--- src/rtl/ps2_pkg.sv ---
// ps2_pkg: shared types and constants for the PS/2 host transmitter.
//   ps2_state_t   - transmitter FSM states
//   PS2_DATA_BITS - data bits per frame (parity follows the last one)
//   PS2_ACK_EDGE  - device clock falling edge on which the ACK is sampled
//   odd_parity()  - parity bit making the 9-bit {par, data} word odd
package ps2_pkg;

    typedef enum logic [2:0] {
        IDLE,
        INHIBIT,
        RTS,
        DATA,
        ACK,
        WAIT_IDLE
    } ps2_state_t;

    localparam int unsigned PS2_DATA_BITS = 8;
    localparam int unsigned PS2_ACK_EDGE  = 11;

    function automatic logic odd_parity(input logic [7:0] b);
        return ~^b;
    endfunction

endpackage

--- src/rtl/ps2_sync_edge.sv ---
// ps2_sync_edge: two-flop synchroniser for an asynchronous PS/2 line plus a
// registered falling-edge detector.
//   i_clk   - system clock
//   i_rst_n - asynchronous active-low reset
//   i_pin   - raw line (idle high)
//   o_sync  - synchronised line level
//   o_fe    - one-cycle pulse, three clocks after a falling pin edge
module ps2_sync_edge (
    input  logic i_clk,
    input  logic i_rst_n,
    input  logic i_pin,
    output logic o_sync,
    output logic o_fe
);

    logic r_meta;
    logic r_sync;
    logic r_prev;
    logic r_fe;

    // Flops reset to the idle-high level so reset release never looks like an edge.
    always_ff @(posedge i_clk or negedge i_rst_n) begin
        if (!i_rst_n) begin
            r_meta <= 1'b1;
            r_sync <= 1'b1;
            r_prev <= 1'b1;
            r_fe   <= 1'b0;
        end else begin
            r_meta <= i_pin;
            r_sync <= r_meta;
            r_prev <= r_sync;
            r_fe   <= r_prev & ~r_sync;
        end
    end

    assign o_sync = r_sync;
    assign o_fe   = r_fe;

endmodule

--- src/rtl/ps2_host_tx.sv ---
// ps2_host_tx: host-to-device PS/2 transmitter (request-to-send protocol).
//   clk, rst            - system clock, asynchronous active-low reset
//   tx_data, tx_valid   - command byte offered; taken when tx_valid && tx_ready
//   tx_ready            - high only while idle
//   ps2clk, ps2dat      - raw PS/2 lines (asynchronous inputs)
//   ps2clk_oe/ps2dat_oe - registered open-drain pull-low enables
//   busy                - high from accept until back to idle
//   ack_ok, ack_err     - one-cycle result pulses (ACK / NACK or timeout)
module ps2_host_tx
    import ps2_pkg::*;
#(
    parameter int unsigned INHIBIT_CYCLES = 5000,
    parameter int unsigned TIMEOUT_CYCLES = 1000000
) (
    input  logic       clk,
    input  logic       rst,
    input  logic [7:0] tx_data,
    input  logic       tx_valid,
    output logic       tx_ready,
    input  logic       ps2clk,
    input  logic       ps2dat,
    output logic       ps2clk_oe,
    output logic       ps2dat_oe,
    output logic       busy,
    output logic       ack_ok,
    output logic       ack_err
);

    localparam int unsigned INH_W = (INHIBIT_CYCLES > 1) ? $clog2(INHIBIT_CYCLES) : 1;
    localparam int unsigned TO_W  = (TIMEOUT_CYCLES > 1) ? $clog2(TIMEOUT_CYCLES) : 1;
    localparam logic [INH_W-1:0] INH_LAST = INH_W'(INHIBIT_CYCLES - 1);
    localparam logic [TO_W-1:0]  TO_LAST  = TO_W'(TIMEOUT_CYCLES - 1);
    localparam logic [3:0]       PAR_IDX  = 4'(PS2_DATA_BITS);
    // bitcnt value once the stop-bit edge has been seen; the next edge is the ACK edge.
    localparam logic [3:0]       STOP_CNT = 4'(PS2_ACK_EDGE - 2);

    ps2_state_t       r_state, w_state_nxt;
    logic [8:0]       r_frame, w_frame_nxt;
    logic [INH_W-1:0] r_inh, w_inh_nxt;
    logic [TO_W-1:0]  r_to, w_to_nxt;
    logic [3:0]       r_bitcnt, w_bit_nxt;
    logic             r_clk_oe, w_clk_oe_nxt;
    logic             r_dat_oe, w_dat_oe_nxt;
    logic             r_ack_ok, w_ok_nxt;
    logic             r_ack_err, w_err_nxt;
    logic             r_dat_meta, r_dat_sync;
    logic             w_clk_sync, w_clk_fe, w_to_hit;

    ps2_sync_edge u_clk_sync (
        .i_clk   (clk),
        .i_rst_n (rst),
        .i_pin   (ps2clk),
        .o_sync  (w_clk_sync),
        .o_fe    (w_clk_fe)
    );

    always_ff @(posedge clk or negedge rst) begin
        if (!rst) begin
            r_dat_meta <= 1'b1;
            r_dat_sync <= 1'b1;
        end else begin
            r_dat_meta <= ps2dat;
            r_dat_sync <= r_dat_meta;
        end
    end

    always_ff @(posedge clk or negedge rst) begin
        if (!rst) begin
            r_state   <= IDLE;
            r_frame   <= '0;
            r_inh     <= '0;
            r_to      <= '0;
            r_bitcnt  <= '0;
            r_clk_oe  <= 1'b0;
            r_dat_oe  <= 1'b0;
            r_ack_ok  <= 1'b0;
            r_ack_err <= 1'b0;
        end else begin
            r_state   <= w_state_nxt;
            r_frame   <= w_frame_nxt;
            r_inh     <= w_inh_nxt;
            r_to      <= w_to_nxt;
            r_bitcnt  <= w_bit_nxt;
            r_clk_oe  <= w_clk_oe_nxt;
            r_dat_oe  <= w_dat_oe_nxt;
            r_ack_ok  <= w_ok_nxt;
            r_ack_err <= w_err_nxt;
        end
    end

    // Outputs are computed one cycle ahead so line enables and result pulses
    // leave flops and change in the same cycle as the state they belong to.
    always_comb begin
        w_state_nxt  = r_state;
        w_frame_nxt  = r_frame;
        w_inh_nxt    = r_inh;
        w_to_nxt     = r_to;
        w_bit_nxt    = r_bitcnt;
        w_clk_oe_nxt = 1'b0;
        w_dat_oe_nxt = 1'b0;
        w_ok_nxt     = 1'b0;
        w_err_nxt    = 1'b0;
        w_to_hit     = (r_to == TO_LAST);

        unique case (r_state)
            IDLE: begin
                if (tx_valid) begin
                    w_frame_nxt  = {odd_parity(tx_data), tx_data};
                    w_inh_nxt    = '0;
                    w_clk_oe_nxt = 1'b1;
                    w_state_nxt  = INHIBIT;
                end
            end
            INHIBIT: begin
                if (r_inh == INH_LAST) begin
                    // Release clock and pull data (start bit) together.
                    w_dat_oe_nxt = 1'b1;
                    w_to_nxt     = '0;
                    w_state_nxt  = RTS;
                end else begin
                    w_inh_nxt    = r_inh + INH_W'(1);
                    w_clk_oe_nxt = 1'b1;
                end
            end
            RTS: begin
                w_to_nxt     = r_to + TO_W'(1);
                w_dat_oe_nxt = 1'b1;
                if (w_to_hit) begin
                    w_dat_oe_nxt = 1'b0;
                    w_err_nxt    = 1'b1;
                    w_state_nxt  = WAIT_IDLE;
                end else if (w_clk_fe) begin
                    w_bit_nxt    = '0;
                    w_dat_oe_nxt = ~r_frame[0];
                    w_state_nxt  = DATA;
                end
            end
            DATA: begin
                w_to_nxt     = r_to + TO_W'(1);
                w_dat_oe_nxt = ~r_frame[r_bitcnt];
                if (w_to_hit) begin
                    w_dat_oe_nxt = 1'b0;
                    w_err_nxt    = 1'b1;
                    w_state_nxt  = WAIT_IDLE;
                end else if (w_clk_fe) begin
                    w_bit_nxt = r_bitcnt + 4'd1;
                    if (r_bitcnt == PAR_IDX) begin
                        // Stop bit: release data and wait for the device ACK.
                        w_dat_oe_nxt = 1'b0;
                        w_state_nxt  = ACK;
                    end else begin
                        w_dat_oe_nxt = ~r_frame[w_bit_nxt];
                    end
                end
            end
            ACK: begin
                w_to_nxt = r_to + TO_W'(1);
                // The ACK sample takes priority over a coincident timeout.
                if (w_clk_fe && (r_bitcnt == STOP_CNT)) begin
                    w_bit_nxt   = r_bitcnt + 4'd1;
                    w_ok_nxt    = ~r_dat_sync;
                    w_err_nxt   = r_dat_sync;
                    w_state_nxt = WAIT_IDLE;
                end else if (w_to_hit) begin
                    w_err_nxt   = 1'b1;
                    w_state_nxt = WAIT_IDLE;
                end
            end
            WAIT_IDLE: begin
                if (w_clk_sync && r_dat_sync) begin
                    w_state_nxt = IDLE;
                end
            end
            default: begin
                w_state_nxt = IDLE;
            end
        endcase
    end

    assign tx_ready  = (r_state == IDLE);
    assign busy      = (r_state != IDLE);
    assign ps2clk_oe = r_clk_oe;
    assign ps2dat_oe = r_dat_oe;
    assign ack_ok    = r_ack_ok;
    assign ack_err   = r_ack_err;

endmodule

--- config.mk ---
export PLATFORM = sky130hd
export DESIGN_NAME = ps2_host_tx
export DESIGN_NICKNAME = d
export VERILOG_FILES = /design/src/rtl/ps2_pkg.sv /design/src/rtl/ps2_sync_edge.sv /design/src/rtl/ps2_host_tx.sv
export SDC_FILE = /design/constraint.sdc
export NUM_CORES = 1
export LEC_CHECK = 0
export ABC_CLOCK_PERIOD_IN_PS = 2100
export CAP_MARGIN = 20
export CORE_ASPECT_RATIO = 1.75
export CORE_MARGIN = 5
export CORE_UTILIZATION = 54
export CTS_CLUSTER_SIZE = 20
export DETAILED_ROUTE_END_ITERATION = 10
export GPL_TIMING_DRIVEN = 0
export PLACE_DENSITY_LB_ADDON = 0.1
export SLEW_MARGIN = 20
export SYNTH_ARGS = -nofsm -noshare
export SYNTH_HDL_FRONTEND = slang
export SYNTH_SLANG_ARGS = --single-unit
--- constraint.sdc ---
create_clock -name clk -period 2.1 [get_ports clk]
set_input_delay 0.42 -clock clk [delete_from_list [all_inputs] [get_ports clk]]
set_output_delay 0.42 -clock clk [all_outputs]
set_load 0.01 [all_outputs]
Yosys cells after proc, flatten, opt, wreduce, memory -nomap -nowiden
Index checks and enable logic that the tools add are counted.
Storage, ports and cells
  bits in registers: 59
  input port bits: 13
  output and inout port bits: 6
  logic and storage cells: 104
Cells by class
  add/sub/neg operators: 3
  magnitude comparators: 2
  equal/unequal tests: 22
  multiplexer cells: 41
  bitwise gates (word level): 6
  reduce and logical (&&, ||, !) cells: 15
Operators with widths (count)
  $pmux W20 S2: 1
  $mux W3: 10
  $mux W13: 2
  $pmux W13 S2: 1
  $add A20 B1 Y20 const B: 1
  $eq A20 B20 Y1 const B: 1
  $mux W20: 1
  $mux W4: 5
  $pmux W3 S6: 1
  $mux W1: 14
  $ne A2 B2 Y1 const B: 7
  $add A13 B1 Y13 const B: 1
  $eq A13 B13 Y1 const B: 1
  $pmux W4 S3: 1
  $lt A4 B5 Y1 const B: 2
  $bmux W1 S4: 2
  $eq A4 B4 Y1 const B: 2
  $reduce_xnor A8 Y1: 1
  $reduce_and A7 Y1: 1
  $eq A3 B2 Y1 const B: 2
  $eq A3 B3 Y1 const B: 2
  $ne A3 B2 Y1 const B: 2
  $ne A3 B3 Y1 const B: 2
  $reduce_and A6 Y1: 1
  15 further kinds: 25

Longest topological paths before layout
  word-level depth: 8
  mapped depth: 7
  depth with buffers taken out: 7

Hierarchy
Synthesis repeated with hierarchy kept, for this count alone.
Unflattened totals
  cell total of the unflattened synthesis: 341
  area total of the unflattened synthesis: 3271.9 sq um
Modules (own cells, without submodules)
  ps2_host_tx: instances 1, cells an instance 336, area each 3154.3 sq um, seq. area each 1378.8 sq um
  ps2_sync_edge: instances 1, cells an instance 5, area each 117.6 sq um, seq. area each 103.8 sq um

Worst setup path after synthesis
Ideal clock, no wire load.
  path type: reg2reg
  from: reg r_to[0]
  to: reg r_bitcnt[3]
  setup time: 0.125 ns
  data arrival time: 2.027 ns
  data required time: 1.975 ns
  path slack: -0.053 ns
  stages on the path, launching flop included: 7
  buffers on the path: 0
  period minus slack after synthesis: 2.153 ns
  path through: dfrtp_1 ha_1 and3_2 nand3_1 or4_4 a31oi_4 mux2_4
On the way
  cells in the longest elaborated chain, start to end: 3
  elaborated cells between the ends (all ways): 4
  classes of those cells: eq/ne (3); reduce/logical (1)
RTL lines
  start, declared: RTL line ps2_host_tx.sv:40  | logic [TO_W-1:0] r_to, w_to_nxt;
  start signal, assigned: RTL line ps2_host_tx.sv:82  | r_to <= w_to_nxt;
  $eq A20 B20 Y1 *: RTL line ps2_host_tx.sv:103  | w_to_hit = (r_to == TO_LAST);
  $ne A2 B2 Y1 (no line)
  $reduce_and A6 Y1 (no line) *
  end signal, assigned: RTL line ps2_host_tx.sv:83  | r_bitcnt <= w_bit_nxt;
  end, declared: RTL line ps2_host_tx.sv:41  | logic [3:0] r_bitcnt, w_bit_nxt;
Mark *: on every way between the ends. The rest lies on a longest branch, timed or not.
A chain may end at the register's enable or synchronous reset.

Worst setup path after layout
  from: reg r_to[11]
  to: reg r_bitcnt[3]
Same word-level chain as after synthesis.

==> summary.txt <==
Clock network
  – Clock transition at path regs: 0.07 ns
  – Total CTS buffers: 9
  – Clk Latency, worst-skew pair: 0.34 ns
  – CTS Root Cell: clkbuf_8
  – # clock sinks: 59
  – H-tree depth: 3
  – CTS tree: yes
  – Clk buf depth: 2

Synthesis
  – Cell variety after synth: 59
  – Cells after synthesis: 317
  – Post-synth EDFFs: 0
  – Flop and latch count out of synthesis: 59
  – Syn Nets: 335
  – Mapped cell area: 0.00319 mm^2
  – Syn avg cell area: 10.0 um^2
  – Asr flop ratio synth: 100%
  – Warnings, synthesis: 0
  – Top_reg_cell synth: dfrtp_1
  – Sequential element share of the synthesized area: 46.5%

Layout
  – Area Growth Syn to Fin: 25.5%
  – NumNets Final: 382
  – Post-Route Utilization: 68.6%
  – Area of the multi-input gates: 0.00172 mm^2
  – # fillers: 494
  – Sequential cell area: 0.00149 mm^2
  – Layout cell share with drive strength beyond 1: 25.7%
  – ANT cells: 0

GRT
  – Vias in the first global route: 2549
  – Largest net degree at the start of global routing: 35
  – Gr ovfl total: 0
  – All-Layer GR Usage: 19.9%
  – Initial antenna violation count: 0
  – First-pass GRT wire length: 11600 um

Timing
  – Tmin final: 2.17 ns
  – Worst Tran Pin Value: 0.424 ns
  – RSZ-0062 raised after global routing: yes
  – Max-slew headroom: 71.6%
  – Max Slew Vio Count: 0
  – Final hold viol count: 0
  – Endpoints failing setup: 1
  – Setup Skew: 0.00976 ns
  – Final worst setup slack: -0.0713 ns
  – Fin Hold WS: 0.357 ns
  – Max Clk Rate: 461 MHz
  – Period utilization: 103%

Setup path
  – Crit path required time: 2.33 ns
  – Slack of the worst reg-to-reg path: -0.07 ns
  – CP startpoint kind: register
  – Cells along the critical path: or4_4, or4_4, a31oi_4, mux2_4
  – Worst R2R End: r_bitcnt[3]
  – Kind of critical path: reg2reg
  – Crit path arrival time: 2.40 ns
  – Critical Path Fanout Max: 4
  – Crit Reg-Reg Startpoint: r_to[11]
  – Slowest CP cell: or4_4
  – CP max stage delay: 0.56 ns
  – R2R cell count: 4
  – Buf+Inv Stages, Crit Path: 0
  – CP most frequent cell: or4_4
  – Worst setup EP type: register
  – CP top delay family: simple AND/OR/NAND/NOR gates

Run
  – Max cap viols: 0

Drt
  – Vias: 2608
  – Total Wirelength: 7040 um
  – Drt pass-1 iters: 4
  – Count of antenna-violating nets left after detailed routing: 0
  – Initial DRC count: 146
  – DRC: 0
  – Routed length per placed instance: 15.8 um
  – Vias per cell: 5.83

Floorplan
  – I/O Pins: 19
  – Die width: 68.1 um
  – Core footprint: 0.00583 mm^2
  – Starting Density: 54.6%
  – Die Height: 112 um
  – Row Count: 37
  – Die area: 0.00760 mm^2

Run status
  – Failing checks: setup timing
  – Outcome: finished with violations

Placed design
  – PortBufs: 18
  – DP Wirelength: 4820 um
  – GP Congestion: 0.832

Pwr
  – Total power: 4.56 mW
  – Pleak: 1.70 nW
  – PD cells: 1140 mW/mm^2
  – Worst vdd ir: 0.695 mV

Min path
  – Hold Path End: r_dat_sync
  – Worst min path class: reg2reg
  – Hold depth: 0
  – Worst Hold Launch: r_dat_meta
[timing repair]
action / 4_1_cts / 5_1_grt
setup endpoints to repair: 32 / 38
hold buffers: 1 / 0
cloned: 0 / 0
pin swaps: 6 / 12
resized for setup: 16 / 26
setup buffers: 6 / 12
hold endpoints to repair: 19 / 0
[per-layer routing]
metal  GRT usage [%]  up-vias  wire, um
met3            4.14       19       207
met4            9.30        0       176
li1                -     1257         -
met5               0        -         0
met1            23.7     1275      2880
met2            33.1       57      3780
[through the flow]
step	cell area [um^2]	TNS, ns	worst slack, ns	cells
3_5_place_dp	3480	-3.14	-0.268	414
5_1_grt	4000	-0.156	-0.0955	447
4_1_cts	3850	-0.115	-0.0672	437
3_3_place_gp	3470	-73.40	-1.24	413
6_report	4000	-0.0713	-0.0713	447
2_1_floorplan	3190	-0.0314	-0.0314	317
[worst register-to-register path: stages (launching register included)]
cell and delay (ns):
dfrtp_1 0.41, or4_4 0.55, or4_4 0.56, a31oi_4 0.24, mux2_4 0.32
[power by group]
part	switching (mW)	internal [mW]	total (mW)
combinational	0.874	0.849	1.72
sequential	0.194	1.37	1.56
clock	0.456	0.817	1.27
[flip-flops by register name (all words and copies together), names as in the netlist]
name,count
u_clk_sync.r_meta,1
u_clk_sync.o_fe,1
r_inh,13
r_state,3
ps2clk_oe,1
ack_ok,1
ps2dat_oe,1
u_clk_sync.o_sync,1
r_dat_meta,1
r_to,20
r_frame,9
u_clk_sync.r_prev,1
ack_err,1
r_bitcnt,4
r_dat_sync,1
[cell usage after synthesis (all sizes together) (3+ instances only)]
master,instances,area (um^2)
a21oi,8,40.0
a31oi,4,40.0
and2,4,25.0
and3,5,32.5
buf,6,35.0
clkbuf,8,31.3
dfrtp,54,1350
dfstp,5,131
ha,5,62.6
inv,7,26.3
mux2,11,128
mux2i,9,90.1
mux4,4,90.1
nand2,30,113
nand3,19,95.1
nand4,11,68.8
nor2,28,105
nor3,10,50.1
o211ai,3,22.5
o21ai,23,115
o31ai,6,45.0
or4,3,26.3
xnor2,7,61.3
xor2,13,114
[worst max-delay path by stage]
| stage | start | to | slack, ns | cells past startpoint |
|---|---|---|---|---|
| after detailed placement | r_bitcnt[0] | ps2dat_oe | -0.27 | 7 |
| after global placement | rst | r_inh[7] | -1.24 | 1 |
| after floorplan | r_to[8] | r_bitcnt[3] | -0.03 | 4 |
| final | r_to[11] | r_bitcnt[3] | -0.07 | 4 |
| after global routing | r_to[0] | r_bitcnt[3] | -0.1 | 6 |
| after CTS | r_to[12] | r_bitcnt[3] | -0.07 | 5 |
[cells in the final DEF, fill, tap and decap left out, drive strengths merged, types with 4 or more instances in the layout]
cell,count
nor2,28
ha,5
o31ai,6
and2,4
nand3,19
a21oi,8
buf,26
mux2i,9
dfstp,5
dfrtp,54
and3,5
o21ai,23
a31oi,4
clkbuf,17
nor3,10
mux4,4
nand2,30
xor2,13
nand4,11
xnor2,7
mux2,11
inv,7
clkdlybuf4s50,15
[cells by family (layout without fill, tap and decap cells)]
family	after synthesis	in the layout	share of synthesized area, %
xor gates and xnor gates	20	20	5.50
adders and majority gates	5	5	1.96
buffers and inverters	21	73	2.91
muxes	24	24	9.66
AOI/OAI and AO/OA	59	59	12.2
and+or+nand+nor	129	129	21.2
DFF	59	59	46.5
[cell type report]
| cell class | count | share of cell area (%) |
|---|---|---|
| timing repair buffer | 38 | 8.60 |
| buffer | 12 | 1.97 |
| multi-input combinational | 237 | 43.1 |
| sequential | 59 | 37.2 |
| clock inverter | 5 | 2.50 |
| tap | 78 | 2.44 |
| inverter | 7 | 0.657 |
| clock buffer | 11 | 3.54 |
Power figures use the tool's default switching activity.
